$ cat config.mk
export PLATFORM = sky130hd
export DESIGN_NAME = grf_bank
export DESIGN_NICKNAME = d
export VERILOG_FILES = /design/src/rtl/grf_bank.sv
export SDC_FILE = /design/constraint.sdc
export NUM_CORES = 2
export LEC_CHECK = 0
export BUFFER_PORTS_ARGS = -buffer_cell sky130_fd_sc_hd__buf_2
export CAP_MARGIN = 5
export CELL_PAD_IN_SITES_DETAIL_PLACEMENT = 0
export CELL_PAD_IN_SITES_GLOBAL_PLACEMENT = 1
export CORE_AREA = 4 4 321 323
export CTS_CLUSTER_SIZE = 24
export DETAILED_ROUTE_END_ITERATION = 16
export DIE_AREA = 0 0 325 327
export GPL_TIMING_DRIVEN = 0
export PLACE_DENSITY = 0.92
export SYNTH_ARGS = -nofsm -noshare
export SYNTH_HDL_FRONTEND = slang
export SYNTH_SLANG_ARGS = --single-unit
$ cat constraint.sdc
create_clock -name clk -period 95.4 [get_ports clk]
set_clock_uncertainty 0.05 [all_clocks]
set_input_delay 4.77 -clock clk [delete_from_list [all_inputs] [get_ports clk]]
set_output_delay 4.77 -clock clk [all_outputs]
set_load 0.03 [all_outputs]
$ cat src/rtl/grf_bank.sv
// grf_bank: 32 x 32-bit general-purpose register file for the MIPS pipeline.
// Two combinational read ports (Decode) and one synchronous write port (Write-Back).
// r0 has no storage and always reads zero. A committed-write counter tracks
// writes that actually changed architectural state (non-zero destination).
// Optional feature: define GRF_BYPASS_EN to forward the write triple presented
// in the current cycle straight to any read port addressing the same register.
module grf_bank #(
  parameter logic [31:0] GP_INIT = 32'h0000_1800,
  parameter logic [31:0] SP_INIT = 32'h0000_2ffc
) (
  input  logic        clk,
  input  logic        reset,
  input  logic [4:0]  GRF_read_addr1,
  input  logic [4:0]  GRF_read_addr2,
  output logic [31:0] GRF_read_data1,
  output logic [31:0] GRF_read_data2,
  input  logic        GRF_write_enable,
  input  logic [4:0]  GRF_write_addr,
  input  logic [31:0] GRF_write_data,
  output logic [31:0] write_count
);

  // Architectural storage for r1..r31; r0 is hardwired and has no flops.
  logic [31:0] regs_q [1:31];
  logic [31:0] count_q;
  logic [31:0] count_d;
  logic        write_hit_s;
  logic [31:0] rd1_s;
  logic [31:0] rd2_s;

  // A write only counts when it targets a real register.
  always_comb begin
    write_hit_s = GRF_write_enable && (GRF_write_addr != 5'd0);
  end

  // Counter next state: unsigned increment, wraps silently.
  always_comb begin
    if (write_hit_s) begin
      count_d = count_q + 32'd1;
    end else begin
      count_d = count_q;
    end
  end

  // Register array: async reset to architectural defaults, commit on rising edge.
  always_ff @(posedge clk or posedge reset) begin
    if (reset) begin
      for (int i = 1; i < 32; i++) begin
        if (i == 32'sd28) begin
          regs_q[i] <= GP_INIT;
        end else if (i == 32'sd29) begin
          regs_q[i] <= SP_INIT;
        end else begin
          regs_q[i] <= 32'h0000_0000;
        end
      end
    end else if (write_hit_s) begin
      regs_q[GRF_write_addr] <= GRF_write_data;
    end
  end

  // Committed-write counter.
  always_ff @(posedge clk or posedge reset) begin
    if (reset) begin
      count_q <= 32'h0000_0000;
    end else begin
      count_q <= count_d;
    end
  end

  // Read port 1: zero for r0, optionally forwarded, otherwise stored contents.
  always_comb begin
    rd1_s = 32'h0000_0000;
    if (GRF_read_addr1 == 5'd0) begin
      rd1_s = 32'h0000_0000;
`ifdef GRF_BYPASS_EN
    end else if (write_hit_s && (GRF_write_addr == GRF_read_addr1)) begin
      rd1_s = GRF_write_data;
`endif
    end else begin
      rd1_s = regs_q[GRF_read_addr1];
    end
  end

  // Read port 2: evaluated independently of port 1.
  always_comb begin
    rd2_s = 32'h0000_0000;
    if (GRF_read_addr2 == 5'd0) begin
      rd2_s = 32'h0000_0000;
`ifdef GRF_BYPASS_EN
    end else if (write_hit_s && (GRF_write_addr == GRF_read_addr2)) begin
      rd2_s = GRF_write_data;
`endif
    end else begin
      rd2_s = regs_q[GRF_read_addr2];
    end
  end

  assign GRF_read_data1 = rd1_s;
  assign GRF_read_data2 = rd2_s;
  assign write_count    = count_q;

endmodule

## Word level (Yosys, flattened, before mapping)

Index checks and enable logic that the tools add are counted.
Widths: inputs -> output; s select.

| cells by class | value |
|---|---|
| bitwise operators | 3 |
| reduce and logical (&&, ||, !) cells | 5 |
| magnitude comparators | 4 |
| muxes and demuxes | 11 |
| add/subtract/negate cells | 1 |

Operators by type and width:

| cell | count |
|---|---|
| $bwmux 992 | 1 |
| $bmux 32 s5 | 2 |
| $mux 32 | 7 |
| $demux 32 s5 | 1 |
| $add 32x1->32 const B | 1 |
| $ge 6x6->1 const B | 3 |
| $not 5->6 | 3 |
| $logic_not 5->1 | 2 |
| $lt 6x1->1 const B | 1 |
| $reduce_bool 5->1 | 1 |
| $logic_and 1x1->1 | 2 |

| storage, ports and cells | value |
|---|---|
| input port bits | 50 |
| logic and storage cells | 56 |
| bits in registers | 1024 |
| output and inout bits | 96 |

## Logic depth before layout (Yosys ltp)

| logic depth | value |
|---|---|
| depth after elaboration | 6 |
| mapped depth | 8 |
| mapped depth without buffers | 5 |

## Worst setup path before layout

No wires, ideal clock.

| timing path | value |
|---|---|
| path kind | input to output |
| start | in GRF_read_addr2[0] |
| end | out GRF_read_data2[30] |
| required time | 90.580 ns |
| setup slack | 83.784 ns |
| stages | 8 |
| data arrival time | 6.796 ns |
| buffers on the path | 5 |
| cell sequence | buf_2 -> buf_2 -> buf_2 -> buf_4 -> buf_4 -> mux2i_1 -> a211oi_1 -> o31ai_1 |

| on the way | value |
|---|---|
| longest elaborated chain between the ends | 5 |
| elaborated cells between the ends (all ways) | 6 |
| classes of those cells | mux (4); bitwise (1); reduce/logical (1) |

RTL lines:

| element | line | RTL |
|---|---|---|
| start, declared | 14 | `input logic [4:0] GRF_read_addr2,` |
| $not 5->6 (not written as such) | 95 | `rd2_s = regs_q[GRF_read_addr2];` |
| $bmux 32 s5 | 95 |  |
| $mux 32 (not written as such) (2 in a row) | 95 |  |
| $mux 32 * | 88 | `if (GRF_read_addr2 == 5'd0) begin` |
| end, declared | 16 | `output logic [31:0] GRF_read_data2,` |

Mark *: on every way between the ends. The rest lies on a longest branch, timed or not. The select of a mux whose other input is x is not followed.

## Worst setup path in the final report

| timing path | value |
|---|---|
| start | in GRF_read_addr1[2] |
| end | out GRF_read_data1[28] |

| on the way | value |
|---|---|
| longest elaborated chain between the ends | 5 |
| elaborated cells between the ends (all ways) | 6 |
| classes of those cells | mux (4); bitwise (1); reduce/logical (1) |

RTL lines:

| element | line | RTL |
|---|---|---|
| start, declared | 13 | `input logic [4:0] GRF_read_addr1,` |
| $not 5->6 (not written as such) | 81 | `rd1_s = regs_q[GRF_read_addr1];` |
| $bmux 32 s5 | 81 |  |
| $mux 32 (not written as such) (2 in a row) | 81 |  |
| $mux 32 * | 74 | `if (GRF_read_addr1 == 5'd0) begin` |
| end, declared | 15 | `output logic [31:0] GRF_read_data1,` |

Marked as above.

==> reports/metrics.csv <==
metric,value,unit
Post-Syn Instances,3730,
most used flip-flop cell after synthesis,dfrtp_1,
CTS tree,done,
Final Hold Fails,0,
cell area after synthesis,54600,um2
reg2reg start,write_count[7],
outcome,finished clean,
Synth Warn #,0,
fin crit share,13.9,%
RSZ-0062 raised after global routing,no,
Peak VDD IR,0.0000153,V
Via Count,38800,
TritonCTS Buffers,106,
router iterations before antenna repair,5,
post-route ant nets,0,
total power,0.00131,W
Synth top area share,46.4,%
Worst Tran Pin Value,1.42,ns
synth unique cells,43,
hold_sp,write_count[31],
leading cell type by number of instances after synthesis,mux2_2,
setup total negative slack,0,ns
Critical Path Source,GRF_read_addr1[2],
mux contribution to synthesized area,41.2,%
"Req. time, crit path",90.58,ns
Lkg Pwr,26.7,nW
vias in the first global route,39700,
Post-synth top cells,"1054 x mux2_2, 1011 x dfrtp_1, 384 x mux4_2",
Max Buffers Root-to-Sink,3,
type of the worst min-delay path,reg -> reg,
Finished Cell Area,60800,um2
Clock transition at path regs,0.06,ns
crit path launch type,input pin,
I/O Buffers,136,
Worst slew margin,5.66,%
Final setup violation count,0,
Post-Synth Adder-Cell Area,0.0229,%
cts hold-fix bufs,0,
root buffer cell,clkbuf_16,
"Cell Area, Placed",57100,um2
Max-Cap Viols,0,
number of H-tree levels,3,
Compound-Gate Fraction of Synth Area,6.27,%
final WL,186,mm
final HPWL from detailed placement,126,mm
All-Layer GR Usage,34.5,%
final std cells w/o fill,5380,
GPL Wtd Cong,0.938,
die height,327,um
Overflow after GRT,0,
cell taking the most area after synthesis,dfrtp_1,
CP Capture Type,primary output,
Post-CTS Setup Inserts,0,
total core area,99900,um2
Max Clk Rate,75.2,MHz
IO Pins,146,
Die Wd,325,um
DIE AREA,106000,um2
"flops & latches, synth",1024,
share of layout cells above drive strength 1,47.4,%
"Seq/Total Area, Yosys",47.0,%
FP Rows,116,
Worst-Skew Late Latency,0.68,ns
largest net degree at the start of global routing,132,
Final min period,13.30,ns
largest family of logic cells by synthesized area,multiplexers,
Synth Area in Simple Gates,1.91,%
Routed WL per cell,34.5,um
first-pass GRT wire length,267,mm
Area Overhead vs Synth,11.4,%
asr flop ratio synth,100,%
WS Path Type,in -> out,
Area contributors post-synth,"dfrtp_1 46%, mux2_2 22%, mux4_2 16%",
Resized cells post-CTS,0,
"Slew Viols, Final",0,
Synth Area per Inst,14.6,um2
iteration-0 DRC count of the detailed router,5165,
"EDFF count, synth",0,
Starting Density,54.7,%
xor/xnor share of the synthesized area,0.497,%
hold slack,0.429,ns
Layout Nets,4033,
initial antenna violation count,7,
vias per cell,7.21,
placed insts,5172,
DRC violations left,0,
syn nets,3781,
CP Max Fanout,10,
CP arrival,8.48,ns
PD cells,21.5,nW/um2
# clock sinks,1024,
## per-layer routing
metal	vias up	routed length [um]	global-route usage, %
met4	4	12800	20.2
met3	785	23900	12.7
met1	20200	67300	43.5
met2	2849	81500	51.2
li1	15000	-	-
met5	-	108	0.634
## logic make-up (layout without fill, tap and decap cells)
group           after synthesis  after routing
flops                      1024           1024
fa+ha+maj                     1              1
buf+inv                     406            749
simple gates                183            183
compound gates              452            452
xor+xnor                     31             31
other cells                   0              9
mux                        1633           1633
## stage by stage
| stage | util (%) | setup slack (ns) |
|---|---|---|
| after global placement | 57.0 | 50.96 |
| after global routing | 60.8 | 82.15 |
| after CTS | 60.8 | 82.44 |
| final | 60.9 | 82.11 |
| after floorplan | - | 61.79 |
| after detailed placement | 57.2 | 82.43 |
## flip-flops by register name, indices dropped and copies added (netlist names)
signal,count
write_count,32
regs_q,992
## critical path, cell delays in order
cell and delay, ns:
clkbuf_1 0.50, clkbuf_1 0.64, buf_2 0.54, inv_1 0.30, clkbuf_1 0.43, a211oi_1 0.86, o31ai_1 0.19, buf_2 0.23
## power breakdown
group          internal, W  switching [W]  total (W)
clock network     0.000252       0.000187   0.000439
registers         0.000519      0.0000640   0.000583
logic             0.000156       0.000132   0.000287
## final timing paths
kind | slack (ns) | to | cells past startpoint
max | 82.11 | GRF_read_data1[28] | 8
max reg2reg | 93.37 | write_count[30] | 4
min reg2reg | 0.43 | write_count[31] | 1
min in group asynchronous | 4.16 | write_count[26] | 2
max in group asynchronous | 88.54 | regs_q[749] | 6
min | 0.43 | write_count[31] | 1
## placed cells by master (no fill, tap or decap), types with 19 or more instances in the layout
master and n:
nand2_1 31, clkbuf_8 23, buf_1 42, and2_1 66
a211oi_1 64, a22o_1 191, nor2_1 19, dfrtp_1 1011
mux2i_1 194, o31ai_1 64, buf_2 283, o22ai_1 64
mux2_2 1054, clkinv_2 23, o21ai_0 64, clkbuf_16 107
clkbuf_1 228, mux4_2 384, xnor2_1 21
## area by class of cell
type                    count  area, um2
diodes                      9       22.5
plain buffers             401       1700
fillers                  7457      39100
well taps                1298       1620
flip-flops and latches   1024      25600
repair buffers            144        901
inverters                   5       26.3
clock buffers             149       3070
multi-input cells        2300      27200
clock inverters            50        581
No activity file was read; power rests on OpenSTA's default activity.
